File: config.mk
export PLATFORM = sky130hd
export DESIGN_NAME = axis_round_robin_mux
export DESIGN_NICKNAME = d
export VERILOG_FILES = /design/src/rtl/axis_round_robin_mux_pkg.sv /design/src/rtl/axis_round_robin_mux_round_robin_select.sv /design/src/rtl/axis_round_robin_mux.sv
export SDC_FILE = /design/constraint.sdc
export NUM_CORES = 1
export LEC_CHECK = 0
export BUFFER_PORTS_ARGS = -buffer_cell sky130_fd_sc_hd__buf_2
export CAP_MARGIN = 20
export CORE_MARGIN = 1
export CORE_UTILIZATION = 50
export CTS_BUF_LIST = sky130_fd_sc_hd__clkbuf_8
export DETAILED_ROUTE_END_ITERATION = 8
export GPL_ROUTABILITY_DRIVEN = 0
export GPL_TIMING_DRIVEN = 0
export PLACE_DENSITY = 0.85
export SLEW_MARGIN = 10
export SYNTH_ARGS = -nofsm -noshare
export SYNTH_HDL_FRONTEND = slang
export SYNTH_SLANG_ARGS = --single-unit
File: constraint.sdc
create_clock -name clock -period 2.3 [get_ports clock]
set_input_delay 0.345 -clock clock [delete_from_list [all_inputs] [get_ports clock]]
set_output_delay 0.345 -clock clock [all_outputs]
set_load 0.01 [all_outputs]
File: src/rtl/axis_round_robin_mux_pkg.sv
// Shared types and helpers for the round-robin AXI stream mux.
// Holds the FSM state encoding, counter width and a clog2 constant function.
package axis_round_robin_mux_pkg;

    typedef enum logic {
        IDLE  = 1'b0,
        GRANT = 1'b1
    } state_t;

    localparam int COUNT_WIDTH = 8;

    function automatic int clog2(input int value);
        int r;
        r = 0;
        for (int i = 0; i < 31; i++) begin
            if ((1 << i) < value) begin
                r = i + 1;
            end
        end
        return r;
    endfunction

endpackage

File: src/rtl/axis_round_robin_mux_round_robin_select.sv
// Round-robin winner search over a request vector.
// Double-width masked priority encoder starting just after the last pointer.
module round_robin_select
    import axis_round_robin_mux_pkg::*;
#(
    parameter int NUM_CHANNELS = 4,
    parameter int CHAN_WIDTH   = 2
) (
    input  logic [NUM_CHANNELS-1:0] i_req,
    input  logic [CHAN_WIDTH-1:0]   i_last,
    output logic [CHAN_WIDTH-1:0]   o_winner,
    output logic                    o_any
);

    localparam int DW2   = 2 * NUM_CHANNELS;
    localparam int IDX_W = clog2(DW2) + 1;

    logic [DW2-1:0] w_dbl;
    logic [DW2-1:0] w_masked;

    // Unroll the requests twice and keep only the window last+1 .. last+N.
    always_comb begin
        w_dbl    = {i_req, i_req};
        w_masked = '0;
        for (int i = 0; i < DW2; i++) begin
            if ((i > int'(i_last)) && (i <= int'(i_last) + NUM_CHANNELS)) begin
                w_masked[i] = w_dbl[i];
            end
        end
    end

    // Lowest set bit of the window is the winner; fold the upper copy back.
    always_comb begin
        logic [IDX_W-1:0] w_idx;
        w_idx    = '0;
        o_any    = 1'b0;
        o_winner = '0;
        for (int i = DW2 - 1; i >= 0; i--) begin
            if (w_masked[i]) begin
                w_idx = IDX_W'(i);
                o_any = 1'b1;
            end
        end
        if (int'(w_idx) >= NUM_CHANNELS) begin
            o_winner = CHAN_WIDTH'(int'(w_idx) - NUM_CHANNELS);
        end else begin
            o_winner = CHAN_WIDTH'(w_idx);
        end
    end

endmodule

File: src/rtl/axis_round_robin_mux.sv
// Burst-granting round-robin mux of N AXI streams onto one tagged stream.
// Almost-full channels are served first; overflow flags merge into one sticky bit.
module axis_round_robin_mux
    import axis_round_robin_mux_pkg::*;
#(
    parameter int NUM_CHANNELS = 4,
    parameter int DATA_WIDTH   = 8,
    parameter int BURST_LEN    = 8,
    parameter int CHAN_WIDTH   = 2
) (
    input  logic                               clock,
    input  logic                               resetn,
    input  logic [NUM_CHANNELS*DATA_WIDTH-1:0] in_data,
    input  logic [NUM_CHANNELS-1:0]            in_valid,
    output logic [NUM_CHANNELS-1:0]            in_ready,
    input  logic [NUM_CHANNELS-1:0]            in_afull,
    input  logic [NUM_CHANNELS-1:0]            in_overflow,
    output logic [DATA_WIDTH-1:0]              out_data,
    output logic [CHAN_WIDTH-1:0]              out_chan,
    output logic                               out_valid,
    input  logic                               out_ready,
    output logic                               overflow,
    output logic                               busy
);

    localparam logic [COUNT_WIDTH-1:0] LAST_BEAT = COUNT_WIDTH'(BURST_LEN - 1);
    localparam logic [CHAN_WIDTH-1:0]  LAST_RST  = CHAN_WIDTH'(NUM_CHANNELS - 1);

    if (CHAN_WIDTH < clog2(NUM_CHANNELS)) begin : g_bad_chan_width
        $error("CHAN_WIDTH too small for NUM_CHANNELS");
    end
    if (NUM_CHANNELS < 2 || NUM_CHANNELS > 16) begin : g_bad_num_channels
        $error("NUM_CHANNELS out of range 2..16");
    end
    if (BURST_LEN < 1 || BURST_LEN > 255) begin : g_bad_burst_len
        $error("BURST_LEN out of range 1..255");
    end

    state_t                   r_state;
    state_t                   w_state_nxt;
    logic [CHAN_WIDTH-1:0]    r_grant;
    logic [CHAN_WIDTH-1:0]    w_grant_nxt;
    logic [CHAN_WIDTH-1:0]    r_last;
    logic [CHAN_WIDTH-1:0]    w_last_nxt;
    logic [COUNT_WIDTH-1:0]   r_count;
    logic [COUNT_WIDTH-1:0]   w_count_nxt;

    logic [DATA_WIDTH-1:0]    r_out_data;
    logic [CHAN_WIDTH-1:0]    r_out_chan;
    logic                     r_out_valid;
    logic                     r_overflow;

    logic [DATA_WIDTH-1:0]    w_chan_data [NUM_CHANNELS];
    logic                     w_src_valid;
    logic                     w_accept;
    logic                     w_load;
    logic [NUM_CHANNELS-1:0]  w_urg_req;
    logic [CHAN_WIDTH-1:0]    w_urg_win;
    logic                     w_urg_any;
    logic [CHAN_WIDTH-1:0]    w_norm_win;
    logic                     w_norm_any;
    logic [CHAN_WIDTH-1:0]    w_winner;

    for (genvar c = 0; c < NUM_CHANNELS; c++) begin : g_chan_data
        assign w_chan_data[c] = in_data[c*DATA_WIDTH +: DATA_WIDTH];
    end

    assign w_urg_req = in_valid & in_afull;

    round_robin_select #(
        .NUM_CHANNELS (NUM_CHANNELS),
        .CHAN_WIDTH   (CHAN_WIDTH)
    ) u_sel_urgent (
        .i_req    (w_urg_req),
        .i_last   (r_last),
        .o_winner (w_urg_win),
        .o_any    (w_urg_any)
    );

    round_robin_select #(
        .NUM_CHANNELS (NUM_CHANNELS),
        .CHAN_WIDTH   (CHAN_WIDTH)
    ) u_sel_normal (
        .i_req    (in_valid),
        .i_last   (r_last),
        .o_winner (w_norm_win),
        .o_any    (w_norm_any)
    );

    assign w_winner    = w_urg_any ? w_urg_win : w_norm_win;
    assign w_src_valid = in_valid[r_grant];
    assign w_accept    = (r_state == GRANT) && (!r_out_valid || out_ready);
    assign w_load      = w_accept && w_src_valid;

    // Ready goes only to the granted channel and ignores its valid.
    always_comb begin
        in_ready = '0;
        if (w_accept) begin
            in_ready[r_grant] = 1'b1;
        end
    end

    // Arbitrate in IDLE; in GRANT count beats and release on limit or empty source.
    always_comb begin
        w_state_nxt = r_state;
        w_grant_nxt = r_grant;
        w_last_nxt  = r_last;
        w_count_nxt = r_count;
        unique case (r_state)
            IDLE: begin
                if (w_norm_any) begin
                    w_state_nxt = GRANT;
                    w_grant_nxt = w_winner;
                    w_last_nxt  = w_winner;
                    w_count_nxt = '0;
                end
            end
            GRANT: begin
                if (w_load) begin
                    w_count_nxt = r_count + 1'b1;
                end
                if ((w_load && (r_count == LAST_BEAT)) || !w_src_valid) begin
                    w_state_nxt = IDLE;
                end
            end
            default: begin
                w_state_nxt = IDLE;
            end
        endcase
    end

    // FSM, grant pointer, round-robin pointer and beat counter.
    always_ff @(posedge clock or negedge resetn) begin
        if (!resetn) begin
            r_state <= IDLE;
            r_grant <= '0;
            r_last  <= LAST_RST;
            r_count <= '0;
        end else begin
            r_state <= w_state_nxt;
            r_grant <= w_grant_nxt;
            r_last  <= w_last_nxt;
            r_count <= w_count_nxt;
        end
    end

    // Single-entry output register; holds while downstream stalls.
    always_ff @(posedge clock or negedge resetn) begin
        if (!resetn) begin
            r_out_data  <= '0;
            r_out_chan  <= '0;
            r_out_valid <= 1'b0;
        end else if (w_load) begin
            r_out_data  <= w_chan_data[r_grant];
            r_out_chan  <= r_grant;
            r_out_valid <= 1'b1;
        end else begin
            r_out_valid <= r_out_valid && !out_ready;
        end
    end

    // Sticky merge of per-channel overflow flags.
    always_ff @(posedge clock or negedge resetn) begin
        if (!resetn) begin
            r_overflow <= 1'b0;
        end else begin
            r_overflow <= r_overflow | (|in_overflow);
        end
    end

    assign out_data  = r_out_data;
    assign out_chan  = r_out_chan;
    assign out_valid = r_out_valid;
    assign overflow  = r_overflow;
    assign busy      = (r_state == GRANT);

endmodule

==> results.md <==
- Synth Area in Compound Gates: 11.5%
- Iter 0 DRT Violations: 74
- Hold slack: 0.0510 ns
- Rows: 19
- Total Wirelength: 3.59 mm
- Required time worst endpoint: 1.96 ns
- Crit. End Element: primary output
- Cell Pwr Density: 1080 nW/um^2
- Outcome: complete, but fails checks
- Core area: 2850 sq um
- Hold WC Path Type: input port to asynchronous set/reset pin
- CTS tree: done
- Syn_nets: 199
- Skew final: 0.00210 ns
- Vias/cell: 5.96
- Sw Share: 39.7%
- Final Max Slew Viols: 0
- Share of the yosys chip area belonging to registers: 40.6%
- Detail Placement HPWL: 2.77 mm
- Final min period: 2.07 ns
- Number of hold buffers added after CTS: 0
- Post-synthesis cell type count: 43
- Startpoint Class: flop
- # H-tree levels: 1
- Avg WL per Cell: 14.5 um
- Postcts setup bufs: 0
- Ys flop type: dfrtp_1
- Max_cap viols: 0
- Clk pwr share: 11.7%
- CTS buffer count: 3
- Crit path max fanout: 10
- Post-CTS sizing: 0
- Pint: 0.00127 W
- Post-synthesis register bit count: 25
- Residual DRC: 8
- Fmax: 0.484 GHz
- CP Class: flop to primary output
- Die width: 57.6 um
- Post-Synth XOR/XNOR Area: 0%
- Warnings from Yosys: 0
- Cells after Synth: 151
- Clk sinks: 25
- Total track usage: 22.7%
- Multiplexer share of the synthesized area: 20.1%
- CTS Root Cell: clkbuf_8
- Clock transition at path regs: 0.08 ns
- Max IR drop VDD: 555 uV
- Delay-heaviest family, CP: buffers and inverters
- Switch Pwr: 0.000836 W
- Total negative slack: 0 ns
- Largest net degree at the start of global routing: 26
- Adder-Cell Fraction of Synth Area: 0.809%
- Worst path buffer plus inverter count: 3
- Routed Antenna Nets: 0
- Number of fill cells: 223
- Post-Syn Area: 1550 sq um
- Final hold viol count: 0
- Most frequent cells in the layout: buf_2 (65), dfrtp_1 (23), nand2_1 (16), nor2_1 (11)
- Failing checks: DRC
- Worst-Skew Late Latency: 0.26 ns
- CP Cell Sequence: buf_1 -> inv_1 -> nor3_1 -> buf_2
- Asr flop ratio synth: 100%
- Layout cell share with drive strength beyond 1: 42.4%
- Avg Inst Size Synth: 10.2 sq um
- First-pass GRT wire length: 5.78 mm
- WP data arrival: 1.72 ns
- Sequential share of power: 35.3%
- Commonest non-fill, non-tap cell in the layout: buf_2
- Slowest stage delay, CP: 0.45 ns
- Setup violations, final: 0
- Leakage: 0.911 nW
- Critical path's slowest cell: buf_1
- Number of port buffers: 62
- Vias in the first global route: 1352
- Post-Synth Simple-Gate Area: 22.8%
- Vias: 1477
- Main combinational cell family by area after synthesis: simple AND/OR/NAND/NOR gates
- EDFF count, synth: 0
- Tcrit/Tclk final: 89.8%
- Fin nets: 266
- N_diodes: 0
- Logic pwr share: 53.0%
- Clk buf depth: 2
- IO Pins: 64
- Worst rel slew slack: 53.3%
- Initial antenna violation count: 0
- Die height: 57.6 um
- Gr ovfl total: 0
- Die Area: 3320 sq um
- RSZ-0062 raised after global routing: no
- Starting density of the core: 54.2%
- Area grow syn2layout: 25.5%
- Drt first pass iters: 6
- Least-Margin Pin Slew: 0.682 ns
## registers in the layout, summed over array words and instances, names as in the netlist
register	cells
out_valid	1
out_chan	2
r_grant	2
busy	1
overflow	1
r_last	2
r_count	8
out_data	8
## cells in the mapped netlist, types with 4 or more instances
cell / n / area, sq um
nand2_1: 16 / 60.1
nand3_1: 9 / 45.0
mux2_2: 7 / 78.8
clkbuf_1: 6 / 22.5
a21oi_1: 4 / 20.0
mux4_2: 9 / 203
o31ai_1: 4 / 30.0
nor3_1: 7 / 35.0
nor2_1: 11 / 41.3
dfrtp_1: 23 / 576
o21ai_0: 5 / 25.0
## layout make-up
cell class | instances | area, sq um | share of cell area, %
Buffer | 11 | 52.6 | 2.71
Clock buffer | 3 | 41.3 | 2.13
Clock inverter | 1 | 3.75 | 0.193
Inverter | 3 | 11.3 | 0.580
Multi-Input combinational cell | 112 | 855 | 44.0
Sequential cell | 25 | 628 | 32.4
Tap cell | 31 | 38.8 | 2.00
Timing Repair Buffer | 62 | 310 | 16.0
## layer usage
layer / vias to the layer above / track usage, % / share of wire [%]
met4: 0 / 10.8 / 1.6
li1: 713 / - / -
met3: 9 / 3.35 / 6.3
met5: - / 0 / 0
met2: 68 / 39.5 / 51
met1: 687 / 27.7 / 40
## metrics by stage
stage | total power [W] | utilization, % | setup slack (ns) | instances | area [sq um]
3_5_place_dp | 0.00187 | 66.4 | 0.336 | 244 | 1900
6_report | 0.00210 | 68.0 | 0.234 | 248 | 1940
5_1_grt | 0.00225 | 68.0 | 0.0780 | 248 | 1940
3_3_place_gp | 0.00183 | 66.4 | 0.323 | 244 | 1900
4_1_cts | 0.00211 | 68.0 | 0.212 | 248 | 1940
2_1_floorplan | 0.00151 | - | 0.616 | 151 | 1550
## final timing paths
path / slack [ns] / to / from / cells past startpoint
max in group asynchronous: 1.88 / r_last[1] / resetn / 1
min: 0.05 / r_count[2] / resetn / 1
min reg2reg: 0.48 / overflow / overflow / 2
max reg2reg: 0.39 / r_grant[1] / r_last[1] / 4
max: 0.23 / in_ready[2] / r_grant[1] / 4
min in group clock: 0.28 / overflow / in_overflow[3] / 3
## cells by family (layout without fill, tap and decap cells)
family	after synthesis	after routing
mux	19	19
buf+inv	14	80
simple gates	66	66
compound gates	26	26
flops	25	25
fa+ha+maj	1	1
## power groups by stage
stage	logic, W	registers (W)	clock network [W]
after floorplan	0.000730	0.000778	0
after global placement	0.00109	0.000738	0
after detailed placement	0.00112	0.000749	0
after CTS	0.00112	0.000743	0.000249
after global routing	0.00121	0.000766	0.000267
final	0.00111	0.000743	0.000246
(Power assumes the default switching activity.)
